## src/rtl/alu_op_sequencer.sv

```systemverilog
// Initiator for the 2-bit ALU: registers each command onto A/B/S, captures O one
// cycle later and queues {select, result} in a first-word fall-through FIFO.
module alu_op_sequencer #(
    parameter int DEPTH = 4,
    parameter int CNT_W = 8
) (
    input  logic             clk,
    input  logic             rst_n,
    input  logic             cmd_valid,
    output logic             cmd_ready,
    input  logic [1:0]       cmd_a,
    input  logic [1:0]       cmd_b,
    input  logic [1:0]       cmd_sel,
    output logic [1:0]       alu_a,
    output logic [1:0]       alu_b,
    output logic [1:0]       alu_s,
    input  logic [3:0]       alu_o,
    output logic             res_valid,
    input  logic             res_ready,
    output logic [3:0]       res_data,
    output logic [1:0]       res_sel,
    output logic             busy,
    output logic [CNT_W-1:0] done_cnt
);

    localparam int PTR_W = $clog2(DEPTH);
    localparam logic [PTR_W:0] FULL = (PTR_W+1)'(DEPTH);

    typedef enum logic {IDLE, CAPT} state_t;
    state_t state, state_nxt;

    logic [5:0]       mem [DEPTH];
    logic [PTR_W-1:0] wr_ptr, rd_ptr;
    logic [PTR_W:0]   count;
    logic             accept, push, pop;

    always_ff @(posedge clk or negedge rst_n) begin
        if (!rst_n) state <= IDLE;
        else        state <= state_nxt;
    end

    // cmd_ready depends only on registered state, so a pop shows up one cycle later
    always_comb begin
        state_nxt = state;
        cmd_ready = 1'b0;
        busy      = 1'b0;
        case (state)
            IDLE: begin
                cmd_ready = (count < FULL);
                if (cmd_valid && (count < FULL)) state_nxt = CAPT;
            end
            CAPT: begin
                busy      = 1'b1;
                state_nxt = IDLE;
            end
            default: state_nxt = IDLE;
        endcase
    end

    assign accept    = cmd_valid && cmd_ready;
    assign push      = (state == CAPT);
    assign res_valid = (count != '0);
    assign pop       = res_valid && res_ready;
    assign res_data  = mem[rd_ptr][3:0];
    assign res_sel   = mem[rd_ptr][5:4];

    always_ff @(posedge clk or negedge rst_n) begin
        if (!rst_n) begin
            alu_a    <= '0;
            alu_b    <= '0;
            alu_s    <= '0;
            wr_ptr   <= '0;
            rd_ptr   <= '0;
            count    <= '0;
            done_cnt <= '0;
            for (int i = 0; i < DEPTH; i++) mem[i] <= '0;
        end else begin
            if (accept) begin
                alu_a <= cmd_a;
                alu_b <= cmd_b;
                alu_s <= cmd_sel;
            end
            // Only one command is ever in flight, so a push cannot find the FIFO full
            if (push) begin
                mem[wr_ptr] <= {alu_s, alu_o};
                wr_ptr      <= wr_ptr + PTR_W'(1);
                done_cnt    <= done_cnt + CNT_W'(1);
            end
            if (pop) rd_ptr <= rd_ptr + PTR_W'(1);
            case ({push, pop})
                2'b10:   count <= count + (PTR_W+1)'(1);
                2'b01:   count <= count - (PTR_W+1)'(1);
                default: count <= count;
            endcase
        end
    end

endmodule
```

## config.mk

```make
export PLATFORM = sky130hd
export DESIGN_NAME = alu_op_sequencer
export DESIGN_NICKNAME = d
export VERILOG_FILES = /design/src/rtl/alu_op_sequencer.sv
export SDC_FILE = /design/constraint.sdc
export NUM_CORES = 1
export LEC_CHECK = 0
export BUFFER_PORTS_ARGS = -buffer_cell sky130_fd_sc_hd__buf_2
export CAP_MARGIN = 0
export CORE_MARGIN = 5
export CORE_UTILIZATION = 59
export CTS_CLUSTER_DIAMETER = 100
export DETAILED_ROUTE_END_ITERATION = 7
export PLACE_DENSITY = 0.92
export SLEW_MARGIN = 30
export SYNTH_ARGS = -nofsm -noshare
export SYNTH_HDL_FRONTEND = slang
export SYNTH_SLANG_ARGS = --single-unit
```

## constraint.sdc

```tcl
create_clock -name clk -period 4.3 [get_ports clk]
set_input_delay 0.86 -clock clk [delete_from_list [all_inputs] [get_ports clk]]
set_output_delay 0.86 -clock clk [all_outputs]
set_load 0.02 [all_outputs]
```

==> results of run 1 <==
-- path summary, 6_finish.rpt --
path                                         start                      end  depth (start not counted)
max                          rd_ptr[0]$_DFFE_PN0N_               res_sel[0]                          2
min reg2reg                done_cnt[7]$_DFFE_PN0P_  done_cnt[7]$_DFFE_PN0P_                          1
max in group asynchronous                    rst_n     alu_a[1]$_DFFE_PN0P_                          1
min                        done_cnt[7]$_DFFE_PN0P_  done_cnt[7]$_DFFE_PN0P_                          1
min in group asynchronous                    rst_n      mem[15]$_DFFE_PN0P_                          1
max reg2reg                         push$_DFF_PN0_     count[2]$_DFFE_PN0P_                          7
-- metrics by stage --
step                      util [%]  std cells  power, W  hold slack, ns
after global placement        67.1        216   0.00155           0.453
after floorplan                  -        138   0.00138           0.474
after global routing          69.0        224   0.00193           0.497
after detailed placement      67.1        216   0.00161           0.456
after CTS                     68.9        224   0.00182           0.477
final                         69.0        224   0.00180           0.472
-- kinds of logic (layout without fill, tap and decap cells) --
group           count (synthesis)  in the layout  synth area share [%]
compound gates                  3              3                 0.923
xor+xnor                       13             13                  5.60
fa+ha+maj                       7              7                  4.68
buf+inv                        10             50                  2.65
flops                          46             46                  56.6
mux                            37             37                  23.8
simple gates                   22             22                  5.72
-- sequential cells by signal, summed over array words and instances, names as in the netlist --
name	flops
push	1
count	3
rd_ptr	2
alu_b	2
alu_a	2
alu_s	2
wr_ptr	2
mem	24
done_cnt	8
-- critical path, delay by kind of cell (launching register included) --
family / cells / cell delay [ns]
flip-flops: 1 / 0.65
buffers and inverters: 1 / 0.18
multiplexers: 1 / 0.56
-- final cells by class --
cell class	instances	area, µm²	share of cell area (%)
Clock buffer	7	55.1	2.39
Clock inverter	1	5.00	0.217
Sequential cell	46	1150	50.0
Tap cell	46	57.6	2.50
Multi-Input combinational cell	82	828	36.0
Inverter	6	22.5	0.978
Timing Repair Buffer	36	183	7.93
-- power by group through the flow --
stage          clock, W  sequential [W]  combinational (W)
2_1_floorplan         0        0.000823           0.000555
5_1_grt        0.000229        0.000861           0.000845
3_5_place_dp          0        0.000833           0.000779
4_1_cts        0.000212        0.000826           0.000783
3_3_place_gp          0        0.000811           0.000739
6_report       0.000204        0.000824           0.000768
-- per-layer routing --
layer / vias to the layer above / GRT usage, %
li1: 555 / -
met5: - / 0
met1: 604 / 23.5
met2: 36 / 29.6
met4: 0 / 6.81
met3: 6 / 4.70
-- cells in the final DEF (no fill, tap or decap), types with 2 or more instances in the layout --
cell,synthesis,layout
dfrtp_1,46,46
o21ai_0,2,2
inv_1,6,6
nand2_1,12,12
nor2_1,4,4
ha_1,6,6
clkbuf_4,0,5
xor2_1,9,9
mux4_2,6,6
buf_2,1,35
xnor2_1,4,4
mux2_2,31,31
==> flow_results.xml, run 1 <==
<?xml version="1.0" encoding="UTF-8"?>
<metrics>
  <group name="clock_network">
    <metric name="clk-insertion-delay-late" unit="ns">0.34</metric>
    <metric name="cts_h_tree_depth" unit="">2</metric>
    <metric name="holdBufCountCts" unit="">0</metric>
    <metric name="tritoncts" unit="">built</metric>
    <metric name="cts-root-to-sink-buffers" unit="">2</metric>
    <metric name="ctsRootBufferMaster" unit="">clkbuf_4</metric>
    <metric name="post_cts_resize_count" unit="">0</metric>
    <metric name="clkSinkCount" unit="">46</metric>
    <metric name="clk_transition_reported_paths" unit="ns">0.12</metric>
    <metric name="cts_inserted_buffers" unit="">5</metric>
    <metric name="cts_post_setup_buffers_inserted" unit="">0</metric>
  </group>
  <group name="synthesis">
    <metric name="post_synthesis_sequential_element_count" unit="">46</metric>
    <metric name="synth_top_cells_by_count" unit="">46 x dfrtp_1, 31 x mux2_2, 12 x nand2_1</metric>
    <metric name="net_count_of_the_mapped_netlist" unit="">159</metric>
    <metric name="synth-warning-count" unit="">0</metric>
    <metric name="synth-async-reset-ratio" unit="%">100</metric>
    <metric name="syn-instance-count" unit="">138</metric>
    <metric name="post_synth_num_cell_types" unit="">21</metric>
    <metric name="synth.top_cells.by_area" unit="">dfrtp_1 57%, mux2_2 17%, mux4_2 6.6%</metric>
    <metric name="post-synth-top-area-cell" unit="">dfrtp_1</metric>
    <metric name="yosysTopAreaCellShare" unit="%">56.6</metric>
    <metric name="synth_enable_flop_cells" unit="">0</metric>
    <metric name="synth_sequential_area_ratio" unit="%">56.6</metric>
    <metric name="netlist_area" unit="mm²">0.00203</metric>
    <metric name="yosys_most_used_dff" unit="">dfrtp_1</metric>
    <metric name="synth_area_per_cell" unit="µm²">14.7</metric>
    <metric name="synthMostInstantiatedCell" unit="">dfrtp_1</metric>
  </group>
  <group name="cells_and_area">
    <metric name="postLayoutCellArea" unit="mm²">0.00230</metric>
    <metric name="final.fill_count" unit="">243</metric>
    <metric name="antennaDiodeCount" unit="">0</metric>
    <metric name="drive_above_1_share" unit="%">46.1</metric>
    <metric name="area_growth" unit="%">13.2</metric>
    <metric name="final_nets" unit="">198</metric>
  </group>
  <group name="floorplan">
    <metric name="coreArea" unit="mm²">0.00334</metric>
    <metric name="rows" unit="">21</metric>
    <metric name="die_height" unit="µm">68.7</metric>
    <metric name="pin_count" unit="">37</metric>
    <metric name="die_area" unit="mm²">0.00472</metric>
    <metric name="initial_core_util" unit="%">60.9</metric>
    <metric name="fp.dieW" unit="µm">68.7</metric>
  </group>
  <group name="global_route">
    <metric name="number_of_global_route_vias_before_repair" unit="">1301</metric>
    <metric name="globalRouteOverflowTotal" unit="">0</metric>
    <metric name="wire_length_of_the_first_global_routing_pass" unit="µm">6240</metric>
    <metric name="grt_max_degree" unit="">47</metric>
    <metric name="grt.total_usage" unit="%">18.2</metric>
    <metric name="grt_antenna_before_repair" unit="">0</metric>
  </group>
  <group name="timing">
    <metric name="clock_skew" unit="ns">0.00957</metric>
    <metric name="fin_crit_sh" unit="%">60.3</metric>
    <metric name="post-route-min-period" unit="ns">2.59</metric>
    <metric name="report.final.hold_viol_count" unit="">0</metric>
    <metric name="setup_viol" unit="">0</metric>
    <metric name="finalWorstSetupSlack" unit="ns">1.71</metric>
    <metric name="rsz_0062_raised_after_global_routing" unit="">no</metric>
    <metric name="upper_clock_frequency_limit" unit="MHz">385</metric>
    <metric name="setup_total_negative_slack" unit="ns">0</metric>
    <metric name="final_slew_violations" unit="">0</metric>
    <metric name="timing.max_slew.rel_slack" unit="%">63.0</metric>
    <metric name="tightestPinTransition" unit="ns">0.555</metric>
  </group>
  <group name="setup_path">
    <metric name="slowest_stage_cell_crit_path" unit="">dfrtp_1</metric>
    <metric name="critPathRequiredTime" unit="ns">3.44</metric>
    <metric name="timing.critical_path.cells" unit="">mux4_2, buf_2</metric>
    <metric name="worst-r2r-setup-slack" unit="ns">2.42</metric>
    <metric name="critPathKind" unit="">flop to output port</metric>
    <metric name="cp_slowest_stage_delay" unit="ns">0.65</metric>
    <metric name="crit_arrival" unit="ns">1.73</metric>
    <metric name="critical_path.endpoint_type" unit="">output port</metric>
    <metric name="critPathMaxFanout" unit="">8</metric>
    <metric name="setup_crit_start_kind" unit="">flop</metric>
  </group>
  <group name="detailed_routing">
    <metric name="route.antenna.remaining_nets" unit="">0</metric>
    <metric name="highest_signal_layer" unit="">met4</metric>
    <metric name="vias" unit="">1201</metric>
    <metric name="route.met3.wl" unit="µm">191</metric>
    <metric name="wl_met1" unit="µm">1520</metric>
    <metric name="routed-wl-met2" unit="µm">1800</metric>
    <metric name="detailedRoute.firstPassIterationCount" unit="">4</metric>
    <metric name="wl_per_cell" unit="µm">15.9</metric>
    <metric name="detail_route.wirelength" unit="µm">3550</metric>
    <metric name="drc_errors" unit="">0</metric>
    <metric name="detail_routed_via_count_per_cell" unit="">5.36</metric>
    <metric name="detail_route.iter0.violations" unit="">30</metric>
  </group>
  <group name="placement">
    <metric name="gp_routability_congestion" unit="">0.730</metric>
    <metric name="pre_cts_worst_setup_slack" unit="ns">1.98</metric>
    <metric name="numPortBuffers" unit="">36</metric>
    <metric name="place_hpwl" unit="µm">2610</metric>
    <metric name="placement.cell_area" unit="mm²">0.00224</metric>
  </group>
  <group name="pwr">
    <metric name="switchingPower" unit="W">0.000691</metric>
    <metric name="netSwitchingFraction" unit="%">38.5</metric>
    <metric name="clockPowerShare" unit="%">11.4</metric>
    <metric name="worst_ir_drop_vdd" unit="µV">388</metric>
    <metric name="int_pwr" unit="W">0.00111</metric>
    <metric name="p_leak" unit="nW">1.10</metric>
    <metric name="p_comb_share" unit="%">42.8</metric>
    <metric name="share_seq_of_total_power" unit="%">45.9</metric>
    <metric name="power_per_cell_area" unit="mW/mm²">780</metric>
  </group>
  <group name="run_status">
    <metric name="status" unit="">completed</metric>
  </group>
  <group name="hold_path">
    <metric name="hold_path.class" unit="">flop to flop</metric>
  </group>
  <group name="run">
    <metric name="maxCapViolCount" unit="">0</metric>
  </group>
</metrics>
No activity file was read; power rests on OpenSTA's default activity.
==> run 2: changes to the inputs <==
CORE_UTILIZATION = 49   (was 59)
PLACE_DENSITY = 0.82   (was 0.92)
clock period = 2.16 ns   (was 4.3 ns; I/O delays follow)
==> run 2 against run 1 <==
Clock power up 150%. First-iteration DRC count is 3.3% higher. Power increased by 110%. Worst setup slack worse by 1.5 ns.
==> flow_results.xml, run 2 (synthesis results as in run 1) <==
<?xml version="1.0" encoding="UTF-8"?>
<metrics>
  <group name="run_status">
    <metric name="status" unit="">completed</metric>
  </group>
  <group name="floorplan">
    <metric name="rows" unit="">23</metric>
    <metric name="die_area" unit="mm²">0.00554</metric>
    <metric name="pin_count" unit="">37</metric>
    <metric name="die_height" unit="µm">74.4</metric>
    <metric name="fp.dieW" unit="µm">74.4</metric>
    <metric name="coreArea" unit="mm²">0.00400</metric>
    <metric name="initial_core_util" unit="%">50.8</metric>
  </group>
  <group name="clock_network">
    <metric name="cts_inserted_buffers" unit="">5</metric>
    <metric name="ctsRootBufferMaster" unit="">clkbuf_8</metric>
    <metric name="tritoncts" unit="">built</metric>
    <metric name="clkSinkCount" unit="">46</metric>
    <metric name="cts-root-to-sink-buffers" unit="">2</metric>
    <metric name="clk-insertion-delay-late" unit="ns">0.30</metric>
    <metric name="cts_h_tree_depth" unit="">2</metric>
    <metric name="holdBufCountCts" unit="">0</metric>
    <metric name="clk_transition_reported_paths" unit="ns">0.08</metric>
  </group>
  <group name="setup_path">
    <metric name="cp_slowest_stage_delay" unit="ns">0.53</metric>
    <metric name="critPathMaxFanout" unit="">8</metric>
    <metric name="critPathKind" unit="">flop to output port</metric>
    <metric name="rr_endpoint" unit="">count[1]$_DFFE_PN0P_</metric>
    <metric name="critical_path.endpoint_type" unit="">output port</metric>
    <metric name="crit_arrival" unit="ns">1.51</metric>
    <metric name="critical_path_capture_point" unit="">res_sel[1]</metric>
    <metric name="slowest_stage_cell_crit_path" unit="">mux4_2</metric>
    <metric name="critPathRequiredTime" unit="ns">1.73</metric>
    <metric name="timing.critical_path.cells" unit="">mux4_2, buf_2</metric>
    <metric name="worst-r2r-setup-slack" unit="ns">0.36</metric>
    <metric name="setup_crit_start_kind" unit="">flop</metric>
    <metric name="startpoint_of_the_worst_setup_timing_path" unit="">rd_ptr[0]$_DFFE_PN0N_</metric>
    <metric name="number_of_cell_instances_on_the_worst_register_to_register_path" unit="">5</metric>
    <metric name="reg2reg_from" unit="">count[0]$_DFFE_PN0P_</metric>
  </group>
  <group name="timing">
    <metric name="report.final.hold_viol_count" unit="">0</metric>
    <metric name="rsz_0062_raised_after_global_routing" unit="">no</metric>
    <metric name="clock_skew" unit="ns">0.00814</metric>
    <metric name="setup_total_negative_slack" unit="ns">0</metric>
    <metric name="final_slew_violations" unit="">0</metric>
    <metric name="finalWorstSetupSlack" unit="ns">0.215</metric>
    <metric name="fin_crit_sh" unit="%">90.0</metric>
    <metric name="finalHoldWorstSlack" unit="ns">0.0944</metric>
    <metric name="tightestPinTransition" unit="ns">0.509</metric>
    <metric name="upper_clock_frequency_limit" unit="MHz">514</metric>
    <metric name="post-route-min-period" unit="ns">1.94</metric>
    <metric name="timing.max_slew.rel_slack" unit="%">66.0</metric>
    <metric name="setup_viol" unit="">0</metric>
  </group>
  <group name="global_route">
    <metric name="grt_max_degree" unit="">27</metric>
    <metric name="grt.total_usage" unit="%">15.2</metric>
    <metric name="number_of_global_route_vias_before_repair" unit="">1305</metric>
    <metric name="grt_antenna_before_repair" unit="">0</metric>
    <metric name="globalRouteOverflowTotal" unit="">0</metric>
    <metric name="wire_length_of_the_first_global_routing_pass" unit="µm">6220</metric>
  </group>
  <group name="pwr">
    <metric name="p_leak" unit="nW">1.13</metric>
    <metric name="worst_ir_drop_vdd" unit="µV">831</metric>
    <metric name="power_per_cell_area" unit="mW/mm²">1560</metric>
  </group>
  <group name="placement">
    <metric name="placed_cells" unit="">222</metric>
    <metric name="placement.cell_area" unit="mm²">0.00227</metric>
    <metric name="place_hpwl" unit="µm">2800</metric>
    <metric name="pre_cts_worst_setup_slack" unit="ns">0.287</metric>
    <metric name="gp_routability_congestion" unit="">0.739</metric>
    <metric name="numPortBuffers" unit="">36</metric>
  </group>
  <group name="cells_and_area">
    <metric name="final_nets" unit="">200</metric>
    <metric name="antennaDiodeCount" unit="">0</metric>
    <metric name="register_area" unit="mm²">0.00115</metric>
    <metric name="area_growth" unit="%">16.1</metric>
    <metric name="regMostFlops" unit="">mem</metric>
    <metric name="drive_above_1_share" unit="%">47.2</metric>
    <metric name="multiInputGateArea" unit="µm²">828</metric>
    <metric name="postLayoutCellArea" unit="mm²">0.00236</metric>
    <metric name="final.fill_count" unit="">315</metric>
    <metric name="largest_register_ffs" unit="">24</metric>
    <metric name="layout.cells.most_common_list" unit="">45 x dfrtp_1, 36 x buf_2, 31 x mux2_2, 12 x nand2_1, 9 x xor2_1</metric>
    <metric name="reg.largest.list" unit="">mem: 24 flops, done_cnt: 8 flops, count: 3 flops</metric>
    <metric name="final_common_cell" unit="">dfrtp_1</metric>
    <metric name="finish.cell_count_without_fillers" unit="">230</metric>
  </group>
  <group name="run">
    <metric name="maxCapViolCount" unit="">0</metric>
  </group>
  <group name="hold_path">
    <metric name="hold_path.class" unit="">input pin to async pin</metric>
  </group>
  <group name="detailed_routing">
    <metric name="detail_routed_via_count_per_cell" unit="">5.14</metric>
    <metric name="vias" unit="">1183</metric>
    <metric name="detail_route.wirelength" unit="µm">3680</metric>
    <metric name="route.antenna.remaining_nets" unit="">0</metric>
    <metric name="detail_route.iter0.violations" unit="">31</metric>
    <metric name="drc_errors" unit="">0</metric>
    <metric name="detailedRoute.firstPassIterationCount" unit="">4</metric>
    <metric name="wl_per_cell" unit="µm">16.0</metric>
  </group>
</metrics>
run 2: critical path: cells and delay by family (launching register included):
family                 cells  cell delay (ns)
buffers and inverters      1             0.17
multiplexers               1             0.53
flip-flops                 1             0.51
run 2: final cells by class:
class | count | share of cell area, %
Clock buffer | 6 | 3.08
Multi-Input combinational cell | 82 | 35.1
Sequential cell | 46 | 48.8
Clock inverter | 2 | 0.583
Inverter | 6 | 0.954
Tap cell | 50 | 2.65
Timing Repair Buffer | 38 | 8.80
run 2: layer usage:
layer / GRT usage [%] / part of all wire (%) / up-vias
li1: - / - / 557
met1: 19.0 / 42 / 581
met2: 25.0 / 48 / 39
met3: 5.54 / 7.7 / 6
met4: 4.35 / 1.6 / 0
met5: 0 / 0 / -
run 2: report_power, final:
part	switching [W]	internal (W)	total, W
sequential	0.000355	0.00128	0.00163
combinational	0.000774	0.000783	0.00156
clock	0.000274	0.000228	0.000503
run 2: stage by stage:
stage	total power, W	utilization [%]
final	0.00369	59.0
after global routing	0.00396	59.0
after CTS	0.00374	59.0
after detailed placement	0.00323	56.8
after global placement	0.00311	56.8
after floorplan	0.00274	-
run 2: worst min path at each step:
stage	to	slack [ns]	cells after the start
2_1_floorplan	alu_a[0]$_DFFE_PN0P_	0.14	0
3_3_place_gp	mem[13]$_DFFE_PN0P_	0.42	1
3_5_place_dp	mem[13]$_DFFE_PN0P_	0.43	1
4_1_cts	mem[21]$_DFFE_PN0P_	0.1	1
5_1_grt	mem[3]$_DFFE_PN0P_	0.12	1
6_report	mem[21]$_DFFE_PN0P_	0.09	1
run 2: what timing repair did:
action,4_1_cts,5_1_grt
endpoints found under the setup margin,0,4
gates resized for setup,0,1
setup buffers,0,0
